$ cat src/rtl/pacman_sound_pkg.sv
// -----------------------------------------------------------------------------
// pacman_sound_pkg
// Shared constants for the Pacman sound blocks:
//   - note half-periods in system-clock cycles at the 50 MHz reference clock
//   - player state encodings
//   - default index / half-period counter widths
//   - scale_hp(): rescales a reference half-period to another clock frequency
// -----------------------------------------------------------------------------
package pacman_sound_pkg;

    // Clock frequency the note constants below are expressed against.
    localparam int unsigned REF_CLK_HZ = 50_000_000;

    // Half-periods (cycles) at REF_CLK_HZ; frequency = REF_CLK_HZ / (2 * value).
    localparam int unsigned NOTE_C5   = 47778;
    localparam int unsigned NOTE_E5   = 37922;
    localparam int unsigned NOTE_G5   = 31888;
    localparam int unsigned NOTE_A4   = 56818;
    localparam int unsigned NOTE_REST = 0;

    // Default widths.
    localparam int unsigned IDX_W_DEF = 3;
    localparam int unsigned HP_W_DEF  = 20;

    // Player state encodings.
    localparam logic [1:0] IDLE = 2'd0;
    localparam logic [1:0] PLAY = 2'd1;
    localparam logic [1:0] DONE = 2'd2;

    // Converts a REF_CLK_HZ half-period into cycles of clk_hz (truncating).
    // At clk_hz == REF_CLK_HZ this returns the constant unchanged.
    function automatic int unsigned scale_hp(input int unsigned hp,
                                             input int unsigned clk_hz);
        longint unsigned w_prod;
        w_prod = 64'(hp) * 64'(clk_hz);
        return 32'(w_prod / 64'(REF_CLK_HZ));
    endfunction

endpackage

$ cat src/rtl/tone_rom.sv
// -----------------------------------------------------------------------------
// tone_rom
// Combinational melody lookup: step index -> tone half-period in clk cycles.
// Being purely combinational, a new index selects its period in the same
// cycle the index changes.
// Default melody: C5, E5, G5, REST, G5, E5, C5, REST.
//
// Ports:
//   i_idx          in   IDX_W  step index
//   o_half_period  out  HP_W   half-period in clk cycles (0 = rest)
// -----------------------------------------------------------------------------
module tone_rom
    import pacman_sound_pkg::*;
#(
    parameter int unsigned CLK_HZ = REF_CLK_HZ,
    parameter int unsigned IDX_W  = IDX_W_DEF,
    parameter int unsigned HP_W   = HP_W_DEF
) (
    input  logic [IDX_W-1:0] i_idx,
    output logic [HP_W-1:0]  o_half_period
);

    localparam logic [HP_W-1:0] HP_C5   = HP_W'(scale_hp(NOTE_C5, CLK_HZ));
    localparam logic [HP_W-1:0] HP_E5   = HP_W'(scale_hp(NOTE_E5, CLK_HZ));
    localparam logic [HP_W-1:0] HP_G5   = HP_W'(scale_hp(NOTE_G5, CLK_HZ));
    localparam logic [HP_W-1:0] HP_REST = HP_W'(NOTE_REST);

    always_comb begin
        o_half_period = '0;
        case (i_idx)
            IDX_W'(0): o_half_period = HP_C5;
            IDX_W'(1): o_half_period = HP_E5;
            IDX_W'(2): o_half_period = HP_G5;
            IDX_W'(3): o_half_period = HP_REST;
            IDX_W'(4): o_half_period = HP_G5;
            IDX_W'(5): o_half_period = HP_E5;
            IDX_W'(6): o_half_period = HP_C5;
            IDX_W'(7): o_half_period = HP_REST;
            default:   o_half_period = HP_REST;
        endcase
    end

endmodule

$ cat src/rtl/beat_tone_player.sv
// -----------------------------------------------------------------------------
// beat_tone_player
// Plays a fixed melody on the speaker pin. The slow toggling beat level is
// synchronised into clk and each of its edges (rising or falling) advances
// one step; inside a step a square wave at the step's note is produced.
//
// Ports:
//   clk       in   1      system clock
//   reset     in   1      asynchronous active-high reset
//   beat_in   in   1      toggling beat level; every edge is one beat
//   start     in   1      one-cycle request to play from step 0
//   stop      in   1      abort playback (highest priority)
//   speaker   out  1      square-wave speaker drive
//   busy      out  1      high while playing
//   done      out  1      one-cycle pulse on normal completion
//   note_idx  out  IDX_W  current step index
// -----------------------------------------------------------------------------
module beat_tone_player
    import pacman_sound_pkg::*;
#(
    parameter int unsigned CLK_HZ    = REF_CLK_HZ,
    parameter int unsigned NUM_NOTES = 8,
    parameter int unsigned IDX_W     = IDX_W_DEF,
    parameter int unsigned HP_W      = HP_W_DEF
) (
    input  logic             clk,
    input  logic             reset,
    input  logic             beat_in,
    input  logic             start,
    input  logic             stop,
    output logic             speaker,
    output logic             busy,
    output logic             done,
    output logic [IDX_W-1:0] note_idx
);

    localparam logic [IDX_W-1:0] LAST_IDX = IDX_W'(NUM_NOTES - 1);

    logic             r_sync1;
    logic             r_sync2;
    logic             r_prev;
    logic             w_beat_tick;
    logic [1:0]       r_state;
    logic [HP_W-1:0]  r_count;
    logic             r_speaker;
    logic [IDX_W-1:0] r_note_idx;
    logic [HP_W-1:0]  w_half_period;

    tone_rom #(
        .CLK_HZ (CLK_HZ),
        .IDX_W  (IDX_W),
        .HP_W   (HP_W)
    ) u_tone_rom (
        .i_idx         (r_note_idx),
        .o_half_period (w_half_period)
    );

    // Two-flop synchroniser plus a history flop for edge detection.
    always_ff @(posedge clk or posedge reset) begin
        if (reset) begin
            r_sync1 <= 1'b0;
            r_sync2 <= 1'b0;
            r_prev  <= 1'b0;
        end else begin
            r_sync1 <= beat_in;
            r_sync2 <= r_sync1;
            r_prev  <= r_sync2;
        end
    end

    // Any edge of the synced level is a beat; ticks outside PLAY are ignored,
    // which also swallows the tick seen after reset when beat_in is high.
    assign w_beat_tick = r_sync2 ^ r_prev;

    always_ff @(posedge clk or posedge reset) begin
        if (reset) begin
            r_state    <= IDLE;
            r_count    <= '0;
            r_speaker  <= 1'b0;
            r_note_idx <= '0;
        end else if (stop) begin
            r_state    <= IDLE;
            r_count    <= '0;
            r_speaker  <= 1'b0;
            r_note_idx <= '0;
        end else begin
            case (r_state)
                IDLE: begin
                    r_speaker <= 1'b0;
                    r_count   <= '0;
                    if (start) begin
                        r_state    <= PLAY;
                        r_note_idx <= '0;
                    end
                end
                PLAY: begin
                    if (w_beat_tick) begin
                        // Note boundary: restart the wave low on the new step.
                        r_count   <= '0;
                        r_speaker <= 1'b0;
                        if (r_note_idx == LAST_IDX) begin
                            r_state    <= DONE;
                            r_note_idx <= '0;
                        end else begin
                            r_note_idx <= r_note_idx + 1'b1;
                        end
                    end else if (w_half_period == '0) begin
                        r_count   <= '0;
                        r_speaker <= 1'b0;
                    end else if (r_count == w_half_period - HP_W'(1)) begin
                        r_count   <= '0;
                        r_speaker <= ~r_speaker;
                    end else begin
                        r_count <= r_count + 1'b1;
                    end
                end
                DONE: begin
                    r_state    <= IDLE;
                    r_count    <= '0;
                    r_speaker  <= 1'b0;
                    r_note_idx <= '0;
                end
                default: begin
                    r_state    <= IDLE;
                    r_count    <= '0;
                    r_speaker  <= 1'b0;
                    r_note_idx <= '0;
                end
            endcase
        end
    end

    assign speaker  = r_speaker;
    assign busy     = (r_state == PLAY);
    assign done     = (r_state == DONE);
    assign note_idx = r_note_idx;

endmodule

$ cat config.mk
export PLATFORM = sky130hd
export DESIGN_NAME = beat_tone_player
export DESIGN_NICKNAME = d
export VERILOG_FILES = /design/src/rtl/pacman_sound_pkg.sv /design/src/rtl/tone_rom.sv /design/src/rtl/beat_tone_player.sv
export SDC_FILE = /design/constraint.sdc
export NUM_CORES = 1
export LEC_CHECK = 0
export CORE_UTILIZATION = 30
export CTS_BUF_LIST = sky130_fd_sc_hd__clkbuf_16
export CTS_CLUSTER_SIZE = 40
export DETAILED_ROUTE_END_ITERATION = 6
export GPL_ROUTABILITY_DRIVEN = 0
export HOLD_SLACK_MARGIN = 0.15
export PLACE_DENSITY = 0.46
export SYNTH_ARGS = -nofsm -noshare
export SYNTH_HDL_FRONTEND = slang
export SYNTH_HIERARCHICAL = 1
export SYNTH_SLANG_ARGS = --single-unit
$ cat constraint.sdc
create_clock -name clk -period 4.07 [get_ports clk]
set_input_delay 0.407 -clock clk [delete_from_list [all_inputs] [get_ports clk]]
set_output_delay 0.407 -clock clk [all_outputs]
set_load 0.005 [all_outputs]
==> results of run 1 <==
[registers in the layout (all words and copies together), names as in the netlist]
name / count
r_sync1: 1
r_count: 20
speaker: 1
r_state: 2
r_sync2: 1
r_prev: 1
note_idx: 3
[worst max-delay path by stage]
stage | from | endpoint | slack (ps)
after floorplan | note_idx[0] | speaker | 430
after detailed placement | note_idx[1] | r_count[18] | 310
after global routing | note_idx[1] | r_count[6] | 120
after global placement | note_idx[0] | r_count[17] | 310
final | note_idx[1] | r_count[14] | 300
after CTS | note_idx[1] | r_count[14] | 290
[area by class of cell]
| type | instances | area (µm²) |
|---|---|---|
| clock buffers | 5 | 125 |
| clock inverters | 3 | 17.5 |
| fillers | 824 | 5010 |
| inverters | 7 | 26.3 |
| multi-input cells | 223 | 1500 |
| flip-flops and latches | 29 | 726 |
| well taps | 102 | 128 |
| repair buffers | 17 | 153 |
[placed cells by master, fill, tap and decap left out, types with 2 or more instances in the layout]
cell type	n
a211oi_1	2
and3_1	6
or2_2	5
mux2_2	4
xnor2_1	14
o21ai_0	6
a31oi_1	4
xor2_1	22
nand2b_1	5
nor2_1	18
conb_1	9
nor2b_1	8
o22ai_1	3
clkinv_2	2
inv_1	7
nand2_1	15
ha_1	7
buf_4	7
a21oi_1	5
and4_1	2
clkdlybuf4s50_1	10
nand3_1	15
clkbuf_16	5
or3_1	7
mux2i_1	2
or4_4	2
dfrtp_1	29
nand4_1	9
nor3_1	28
[cell usage after synthesis, types with 7 or more instances]
cell type	number	area [µm²]
dfrtp_1	29	726
nor3_1	28	140
xor2_1	22	193
nor2_1	18	67.6
buf_4	15	113
nand2_1	15	56.3
nand3_1	15	75.1
xnor2_1	14	123
nand4_1	9	56.3
nor2b_1	8	50.1
ha_1	7	87.6
inv_1	7	26.3
or3_1	7	43.8
[cells by family after synthesis]
logic type,count (synthesis),share of synthesized area
other,1,0.00159
buffers and inverters,30,0.0725
adder cells (fa/ha/maj),7,0.0371
XOR/XNOR,37,0.143
multiplexers,6,0.0275
AND/OR/NAND/NOR,130,0.306
AO/OA/AOI/OAI,34,0.105
flip-flops,29,0.307
[critical path: stages, from the launching register on]
cell and delay [ps]:
dfrtp_1 460, inv_1 90, ha_1 290, nand2_1 60, o21ai_0 110, buf_4 220, or4_4 600, or3_1 410
a2111oi_2 240, o22ai_1 120, or4_1 570, nor2_1 110, buf_4 280, nor3_1 90
[power by group]
group	switching (mW)	internal, mW	leakage [nW]	total [mW]
combinational	0.0526	0.0328	0.553	0.0854
clock	0.134	0.224	0.0696	0.358
sequential	0.00485	0.292	0.396	0.297
total	0.192	0.549	1.02	0.740
[metrics by stage]
step / hold WS [ps] / utilization / setup slack (ps)
5_1_grt: 363 / 0.348 / 121
6_report: 357 / 0.348 / 305
4_1_cts: 359 / 0.348 / 286
3_3_place_gp: 351 / 0.330 / 309
2_1_floorplan: 331 / - / 432
3_5_place_dp: 348 / 0.330 / 309
[metal layers]
layer | GRT usage | vias up | wire [µm]
li1 | - | 988 | -
met1 | 0.185 | 884 | 2740
met2 | 0.239 | 27 | 2540
met3 | 0.0278 | 6 | 126
met4 | 0.0511 | 0 | 70
met5 | 0 | - | 0
==> impl_metrics.ini, run 1 <==
[global_routing]
grtUsageTotal = 0.144
grt_max_degree = 25
antenna_found_initial = 0
grt_pass1_wl_mm = 9.39
grt_overflow = 0
grt_pass1_vias = 1953

[synthesis]
ys.flop_type = dfrtp_1
synth_edf_count = 0
syn_avg_cell_area_um2 = 8.63
ys_warn_count = 6
seq_area_frac_synth = 0.307
synthArstFlopShare = 1.00
ys_types = 52
synth-seq-cells = 29
syn_inst = 274
netlist_area_mm2 = 0.00236

[final_layout]
nNetsFinal = 295
finalNonFillerCells = 386
drive_above_1_share = 0.120
area_delta_synth_final_pct = 13.2
final_area_mm2 = 0.00268
diodes = 0

[clock_network]
clkSinkCount = 29
cts_buffers = 5
cts_resized = 0
htree_levels = 2
cts_root_buf = clkbuf_16
cts_buffer_depth = 2
clk_pin_slew_ps = 50
cts_setup_buffers = 0
cts_hold_buffers = 0
cts_tree = yes
worstSkewPairLatency_ps = 280

[placement]
dp.cells = 378
dpl_cell_area_mm2 = 0.00253
portBuffers = 10
hpwl_mm = 4.10

[floorplan]
fp-row-count = 32
die_area_mm2 = 0.00824
core_region_area_mm2 = 0.00769
start_util = 0.307
fp.dieH_um = 90.8
die_w_um = 90.8
io_pins = 11

[outcome]
status = completed

[timing]
relSlewSlack = 0.383
skew_ps = 8.01
final_max_slew_viol_count = 0
max_freq_mhz = 266
finalSetupTns_ps = 0
worst_pin_slew_ps = 925
rsz0062_at_grt = false
fin_crit_ps = 3770
period_share = 0.925
finalSetupViolCount = 0
finalHoldViolCount = 0

[routing]
wirelength_mm = 5.47
routedWlPerCell_um = 14.2
vias = 1905
vias_per_cell = 4.94
drc_errors = 0
antenna_left = 0
first_pass_iters = 4
drtIter0Drc = 69

[worst_setup_path]
reg2reg_slack_ps = 300
critPathArrivalTime_ps = 3920
r2r_start = note_idx[1]
critPathCaptureType = flop
worstSetupPathType = reg2reg
reg2regPathDepth = 13
cp-start-kind = flop
path_max_fanout = 20
crit_required_ps = 4220
rr_endpoint = r_count[14]

[min_path]
min_to = r_sync2
hold_depth = 0
hp-start = r_sync1
hold_path_class = reg2reg

[power_and_ir_drop]
total_power_mw = 0.740
peakVddDrop_mv = 0.132
p_leak_nw = 1.02
pwr_density_cell_mw_per_mm2 = 277

[flow_run]
cap_violations = 0
(Power assumes the default switching activity.)
==> run 2, diff against run 1 <==
- CTS_CLUSTER_SIZE: 40 -> not set
==> results of run 2 <==
No change in the layout: final DEF, timing and power equal those of run 1.
